### config.mk
export PLATFORM = sky130hd
export DESIGN_NAME = ipdc_op_sequencer
export DESIGN_NICKNAME = d
export VERILOG_FILES = /design/src/rtl/ipdc_op_sequencer.sv
export SDC_FILE = /design/constraint.sdc
export NUM_CORES = 1
export LEC_CHECK = 0
export ABC_AREA = 1
export CORE_MARGIN = 2
export CORE_UTILIZATION = 48
export CTS_BUF_LIST = sky130_fd_sc_hd__clkbuf_2
export DETAILED_ROUTE_END_ITERATION = 7
export PLACE_DENSITY_LB_ADDON = 0.08
export SYNTH_ARGS = -nofsm -noshare
export SYNTH_HDL_FRONTEND = slang
export SYNTH_SLANG_ARGS = --single-unit
### constraint.sdc
create_clock -name i_clk -period 2.95 [get_ports i_clk]
set_input_delay 0.295 -clock i_clk [delete_from_list [all_inputs] [get_ports i_clk]]
set_output_delay 0.295 -clock i_clk [all_outputs]
set_load 0.02 [all_outputs]
### src/rtl/ipdc_op_sequencer.sv
// Queues host op commands and issues them one at a time to ipdc, streaming load pixels
// and waiting for ipdc completion beats before the next op; reports done and sticky errors.
module ipdc_op_sequencer #(
  parameter int FIFO_DEPTH = 4,
  parameter int PIX_COUNT  = 64,
  parameter int DISP_BEATS = 16,
  parameter int TIMEOUT    = 255
) (
  input  logic        i_clk,
  input  logic        i_rst_n,
  input  logic        i_cmd_valid,
  input  logic [2:0]  i_cmd_mode,
  output logic        o_cmd_ready,
  input  logic        i_pix_valid,
  input  logic [23:0] i_pix_data,
  output logic        o_pix_ready,
  output logic        o_op_valid,
  output logic [2:0]  o_op_mode,
  output logic        o_in_valid,
  output logic [23:0] o_in_data,
  input  logic        i_in_ready,
  input  logic        i_out_valid,
  output logic        o_busy,
  output logic        o_done,
  output logic [2:0]  o_done_mode,
  output logic [1:0]  o_err,
  input  logic        i_err_clr
);

  localparam int AW = $clog2(FIFO_DEPTH);
  localparam int CW = AW + 1;
  localparam int PW = $clog2(PIX_COUNT) + 1;
  localparam int BW = $clog2(DISP_BEATS) + 1;
  localparam int TW = $clog2(TIMEOUT + 1);

  typedef enum logic [2:0] {
    S_IDLE,
    S_ISSUE,
    S_LOAD,
    S_WAIT,
    S_DONE
  } state_t;

  state_t        r_state;
  logic [2:0]    r_fifo [FIFO_DEPTH];
  logic [AW-1:0] r_wr_ptr;
  logic [AW-1:0] r_rd_ptr;
  logic [CW-1:0] r_count;
  logic [2:0]    r_cur_mode;
  logic [BW-1:0] r_exp;
  logic [PW-1:0] r_pix_cnt;
  logic [BW-1:0] r_beat_cnt;
  logic [TW-1:0] r_to_cnt;
  logic          r_op_valid;
  logic [2:0]    r_op_mode;
  logic          r_done;
  logic [2:0]    r_done_mode;
  logic [1:0]    r_err;

  logic w_push;
  logic w_pop;
  logic w_load;
  logic w_pix_acc;
  logic w_last_pix;
  logic w_beat;
  logic w_last_beat;
  logic w_timeout;
  logic w_spur;

  // Ready depends only on the registered count, so a full FIFO refuses a push even while popping.
  assign o_cmd_ready = (r_count < CW'(FIFO_DEPTH));
  assign w_push      = i_cmd_valid & o_cmd_ready;
  assign w_pop       = (r_state == S_IDLE) && (r_count != '0) && i_in_ready;

  assign w_load      = (r_state == S_LOAD);
  assign o_pix_ready = w_load & i_in_ready;
  assign o_in_valid  = w_load & i_pix_valid & i_in_ready;
  assign o_in_data   = o_in_valid ? i_pix_data : '0;
  assign w_pix_acc   = o_in_valid;
  assign w_last_pix  = w_pix_acc && (r_pix_cnt == PW'(PIX_COUNT - 1));

  assign w_beat      = (r_state == S_WAIT) && i_out_valid;
  assign w_last_beat = w_beat && ((r_beat_cnt + BW'(1)) == r_exp);
  // A beat in the same cycle always rescues the op from timing out.
  assign w_timeout   = (r_state == S_WAIT) && !i_out_valid && (r_to_cnt == TW'(TIMEOUT - 1));
  assign w_spur      = i_out_valid && (r_state != S_WAIT);

  assign o_busy      = (r_state != S_IDLE) || (r_count != '0);
  assign o_op_valid  = r_op_valid;
  assign o_op_mode   = r_op_mode;
  assign o_done      = r_done;
  assign o_done_mode = r_done_mode;
  assign o_err       = r_err;

  always_ff @(posedge i_clk) begin
    if (w_push) begin
      r_fifo[r_wr_ptr] <= i_cmd_mode;
    end
  end

  always_ff @(posedge i_clk or negedge i_rst_n) begin
    if (!i_rst_n) begin
      r_wr_ptr <= '0;
      r_rd_ptr <= '0;
      r_count  <= '0;
    end else begin
      if (w_push) begin
        r_wr_ptr <= r_wr_ptr + AW'(1);
      end
      if (w_pop) begin
        r_rd_ptr <= r_rd_ptr + AW'(1);
      end
      r_count <= r_count + CW'(w_push) - CW'(w_pop);
    end
  end

  always_ff @(posedge i_clk or negedge i_rst_n) begin
    if (!i_rst_n) begin
      r_state     <= S_IDLE;
      r_cur_mode  <= '0;
      r_exp       <= '0;
      r_pix_cnt   <= '0;
      r_beat_cnt  <= '0;
      r_to_cnt    <= '0;
      r_op_valid  <= 1'b0;
      r_op_mode   <= '0;
      r_done      <= 1'b0;
      r_done_mode <= '0;
      r_err       <= '0;
    end else begin
      r_op_valid  <= 1'b0;
      r_op_mode   <= '0;
      r_done      <= 1'b0;
      r_done_mode <= '0;
      r_err       <= (i_err_clr ? 2'b00 : r_err) | {w_spur, w_timeout};
      case (r_state)
        S_IDLE: begin
          if (w_pop) begin
            r_cur_mode <= r_fifo[r_rd_ptr];
            r_op_valid <= 1'b1;
            r_op_mode  <= r_fifo[r_rd_ptr];
            r_state    <= S_ISSUE;
          end
        end
        S_ISSUE: begin
          r_beat_cnt <= '0;
          r_to_cnt   <= '0;
          r_pix_cnt  <= '0;
          if (r_cur_mode == 3'd0) begin
            r_state <= S_LOAD;
          end else begin
            r_exp   <= (r_cur_mode <= 3'd4) ? BW'(DISP_BEATS) : BW'(1);
            r_state <= S_WAIT;
          end
        end
        S_LOAD: begin
          if (w_last_pix) begin
            r_pix_cnt  <= '0;
            r_exp      <= BW'(1);
            r_beat_cnt <= '0;
            r_to_cnt   <= '0;
            r_state    <= S_WAIT;
          end else if (w_pix_acc) begin
            r_pix_cnt <= r_pix_cnt + PW'(1);
          end
        end
        S_WAIT: begin
          if (w_beat) begin
            r_beat_cnt <= r_beat_cnt + BW'(1);
            r_to_cnt   <= '0;
          end else if (r_to_cnt != TW'(TIMEOUT)) begin
            r_to_cnt <= r_to_cnt + TW'(1);
          end
          if (w_last_beat || w_timeout) begin
            r_done      <= 1'b1;
            r_done_mode <= r_cur_mode;
            r_state     <= S_DONE;
          end
        end
        S_DONE: begin
          r_state <= S_IDLE;
        end
        default: begin
          r_state <= S_IDLE;
        end
      endcase
    end
  end

endmodule

After elaboration in Yosys (flattened, before gate mapping)
Memory sizes are Yosys's and may differ from the RTL's. Cells that the tools add are included.

Register bits: 48. Bits in latches: 0. Bits in writable memories: 12. Bits in read-only memories: 0. Input bits: 34. Output and inout bits: 38. Word-level logic and storage cells: 98. Memories kept: 1.

$add $sub $neg: 7. Multipliers: 0. Div/mod/pow operators: 0. $lt $le $gt $ge: 2. Equality and inequality tests: 15. Shift operators: 0. Mux-type cells: 31. Bitwise logic cells: 5. Reduce and logical (&&, ||, !) cells: 23.

Memory list: r_fifo (words 4, width 3, read ports 1, clocked after Yosys merged registers in 0, wr ports 1, RTL line 45) `logic [2:0] r_fifo [FIFO_DEPTH];`.

Operators by type and width (count): $mux 5 (5); $mux 24 (1); $mux 8 (3); $pmux 8 s3 (1); $mux 3 (7); $pmux 5 s3 (1); $mux 7 (2); $pmux 7 s2 (1); $pmux 3 s4 (1); $reduce_and 3->1 (4); $pmux 5 s2 (1); $ne 3x2->1 const B (3); $reduce_bool 3->1 (3); $add 8x1->8 const B (1); $eq 8x8->1 const B (1); $logic_and 1x1->1 (8); $ne 8x8->1 const B (1); $add 7x1->7 const B (1); $eq 7x6->1 const B (1); $mux 1 (7); $eq 3x2->1 const B (2); $logic_not 3->1 (2); $ne 2x2->1 const B (3); $add 5x1->5 const B (1); other kinds (15) (22).

Logic depth before layout (Yosys ltp)
Depth in word-level cells: 6. Mapped depth: 11. Depth with buffers taken out: 11.

Worst setup path after synthesis
OpenSTA, ideal clock, no wires.

Path kind: register -> register. Start point: register r_state[0]. End point: register r_count[2]. Setup time: 0.129 ns. Arrival time: 2.089 ns. Data required time: 2.821 ns. Slack: 0.733 ns. Cell stages (with the launch flop): 10. Path buffers: 0. Clock period less this slack: 2.217 ns. Cells stage by stage: dfrtp_1 -> nor3_1 -> nand2_1 -> nor2_4 -> ha_1 -> inv_1 -> ha_1 -> fa_1 -> xnor2_1 -> xor2_1.

Longest elaborated chain between the ends: 4.

Ends and longest elaborated chain: from (decl) (RTL line 44) `state_t r_state;`; from (signal assigned) (RTL line 119) `r_state <= S_IDLE;`; from (signal assigned) (RTL line 142) `r_state <= S_ISSUE;`; from (signal assigned) (RTL line 150) `r_state <= S_LOAD;`; $logic_not 3->1 (RTL line 73) `assign w_pop = (r_state == S_IDLE) && (r_count != '0) && i_in_ready;`; $logic_and 1x1->1 (2 in series) (RTL line 73); $sub 3x1->3 (RTL line 113) `r_count <= r_count + CW'(w_push) - CW'(w_pop);`; to (signal assigned) (RTL line 113); to (decl) (RTL line 48) `logic [CW-1:0] r_count;`.

Every way passes these cells. A chain may end at the register's enable or synchronous reset.

Worst setup path in the final report
Start point: register r_state[2]. End point: output port o_in_data[11].

Longest elaborated chain between the ends: 4.

Ends and longest elaborated chain: $eq 3x2->1 (RTL line 75) `assign w_load = (r_state == S_LOAD);`; $and 1x1->1 (2 in series) (RTL line 77) `assign o_in_valid = w_load & i_pix_valid & i_in_ready;`; $mux 24 (RTL line 78) `assign o_in_data = o_in_valid ? i_pix_data : '0;`; to (decl) (RTL line 20) `output logic [23:0] o_in_data,`.

Every way passes these cells.

==> impl_metrics.env <==
export IMPL_status="finished, final reports clean"
export IMPL_min_delay_start="i_err_clr"
export IMPL_final_common_cell="clkdlybuf4s50_1"
export IMPL_slew_limit_headroom_pct=34.2
export IMPL_crit_path_max_fanout=26
export IMPL_post_cts_buffers=0
export IMPL_fp_row_count=28
export IMPL_drive_above_1_share_pct=8.93
export IMPL_cts_buffer_depth=2
export IMPL_viasPerCell=4.78
export IMPL_hold_viol=0
export IMPL_met2_usage_pct=32.0
export IMPL_drt_iter0_drc=80
export IMPL_start_kind="register"
export IMPL_globalRouteTotalUtil_pct=19.1
export IMPL_grt_ovfl_total=0
export IMPL_drc=0
export IMPL_critical_path_top_delay_family="simple AND/OR/NAND/NOR gates"
export IMPL_yosysSeqAreaShare_pct=49.6
export IMPL_use_met3_pct=6.26
export IMPL_hpwl_um=4590
export IMPL_maxCapViolations=0
export IMPL_leakagePower_nw=1.88
export IMPL_ir_worst_vdd_mv=0.494
export IMPL_startpoint="r_state[2]"
export IMPL_cp_cell_sequence="inv_2, nand2_2, nor2_8, nand3_4, nor2_1, clkdlybuf4s50_1"
export IMPL_ioPinCount=72
export IMPL_syn_inst=363
export IMPL_fp_dieH_um=83.0
export IMPL_clock_sinks=57
export IMPL_arrival_ps=2420
export IMPL_syn_num_nets=408
export IMPL_fin_nets=488
export IMPL_finalCritPeriodShare_pct=91.9
export IMPL_cts_root_buf="clkbuf_2"
export IMPL_synth_area_leaders="dfrtp_1 (38%), edfxtp_1 (12%), nand2_1 (8.7%)"
export IMPL_antenna_found_initial=0
export IMPL_netlist_area_mm2=0.00299
export IMPL_r2r_slack_ps=530
export IMPL_slowest_delay_ps=640
export IMPL_numPortBuffers=71
export IMPL_power_mw=2.84
export IMPL_routedWlPerCell_um=11.9
export IMPL_clk_latency_ps=490
export IMPL_gp_congestion=0.760
export IMPL_endpoint_kind="output port"
export IMPL_fin_skew_ps=29.5
export IMPL_yosysUniqueCellTypes=33
export IMPL_area_growth_synth_to_final_pct=30.5
export IMPL_required_ps=2650
export IMPL_first_global_vias=2314
export IMPL_ys_ff_latch=57
export IMPL_period_needed_ps=2710
export IMPL_htree_num_levels=3
export IMPL_synth_warnings=0
export IMPL_path_buf_inv=2
export IMPL_antenna_cells=0
export IMPL_grt_use_met1_pct=23.9
export IMPL_final_antenna_net_count=0
export IMPL_synth_top_area_cell="dfrtp_1"
export IMPL_cts_buffers=9
export IMPL_grt_pass1_wl_um=10700
export IMPL_wirelength_um=6200
export IMPL_r2r_start="r_count[2]"
export IMPL_dieWidth_um=83.0
export IMPL_top_usage_layer="met2"
export IMPL_setup_tns_ps=0
export IMPL_setup_violations=0
export IMPL_power_density_mw_per_mm2=727
export IMPL_slowest_stage="clkdlybuf4s50_1"
export IMPL_final_cell_mix="clkdlybuf4s50_1 (70), nand2_1 (69), inv_1 (66)"
export IMPL_hp_class="in2reg"
export IMPL_syn_area_per_cell_um2=8.25
export IMPL_coreArea_mm2=0.00599
export IMPL_grt_setup_unrepaired="false"
export IMPL_clkTransAtPathRegs_ps=190
export IMPL_hold_slack_ps=386
export IMPL_start_util_pct=50.0
export IMPL_tightest_slew_ps=988
export IMPL_fmax_ghz=0.369
export IMPL_dr_pass1_iters=4
export IMPL_cts_tree="yes"
export IMPL_crit_type="reg2out"
export IMPL_final_max_slew_viol_count=0
export IMPL_synth_top_area_share_pct=37.6
export IMPL_dieArea_mm2=0.00689
export IMPL_vias=2502
export IMPL_grt_max_degree=46
[state kept, by name, indices dropped and copies added (netlist names)]
name,count
o_done,1
o_done_mode,3
o_err,2
o_op_mode,3
o_op_valid,1
r_beat_cnt,5
r_count,3
r_cur_mode,3
r_exp,2
r_fifo,12
r_pix_cnt,7
r_rd_ptr,2
r_state,3
r_to_cnt,8
r_wr_ptr,2
[logic make-up (layout without fill, tap and decap cells)]
family                     count (synthesis)  count (layout)  share of synthesized area (%)
DFF                                       57              57                           49.6
xor gates and xnor gates                   8               8                           2.34
AOI/OAI and AO/OA                         34              34                           6.85
and+or+nand+nor                          178             178                           26.7
buffers and inverters                     75             160                           9.65
adders and majority gates                 11              11                           4.85
[synth_stat cells, drive strengths merged]
cell type	instances
a21oi	3
a31oi	1
buf	1
clkbuf	3
clkinv	1
dfrtp	45
edfxtp	12
fa	1
ha	10
inv	70
nand2	74
nand3	23
nand3b	1
nand4	9
nor2	63
nor3	5
o21ai	25
o21bai	1
o22ai	1
o32ai	3
or2	3
xnor2	2
xor2	6
[stage by stage]
step                      cells  worst slack [ps]  utilization, %  cell area [µm²]
after floorplan             363               733               -             2990
after global placement      506               631            63.1             3780
after detailed placement    506               549            63.1             3780
after CTS                   523               178            65.2             3910
after global routing        523              46.4            65.2             3910
final                       523               238            65.2             3910
[area by class of cell]
type | count | area (µm²)
Multi-Input combinational cell | 231 | 1220
Sequential cell | 57 | 1490
Timing Repair Buffer | 73 | 723
Tap cell | 75 | 93.8
Fill cell | 495 | 2080
Inverter | 71 | 267
Clock buffer | 10 | 50.0
Clock inverter | 6 | 68.8
[final timing paths]
path,depth (start not counted),to
hold / removal,2,o_err[0]
setup reg to reg,8,r_count[2]
hold reg to reg,2,o_done_mode[0]
setup / recovery,6,o_in_data[11]
max in group asynchronous,2,r_count[2]
min in group asynchronous,2,r_beat_cnt[4]
[worst reg2reg max path, delay by kind of cell (launching register included)]
family / cells / cell delay [ps]
adders and majority gates: 3 / 870
and+or+nand+nor: 2 / 660
DFF: 1 / 450
xor gates and xnor gates: 2 / 350
buffers and inverters: 1 / 40
[metal layers]
metal	vias up	wire (µm)
met1	1151	2880
met4	0	38
met2	45	3060
met5	-	0
met3	5	222
li1	1301	-
[report_power, final]
part           internal [mW]  total [mW]  leakage, nW  switching, mW
clock network          0.202       0.509       0.0721          0.307
registers              0.987        1.14        0.701          0.152
logic                  0.457        1.19         1.11          0.737
total                   1.65        2.84         1.88           1.20
[what timing repair did]
item / CTS / global route
hold endpoints to repair: 45 / 0
hold buffers: 1 / 0
gates resized for setup: 0 / 0
(Power assumes the default switching activity.)
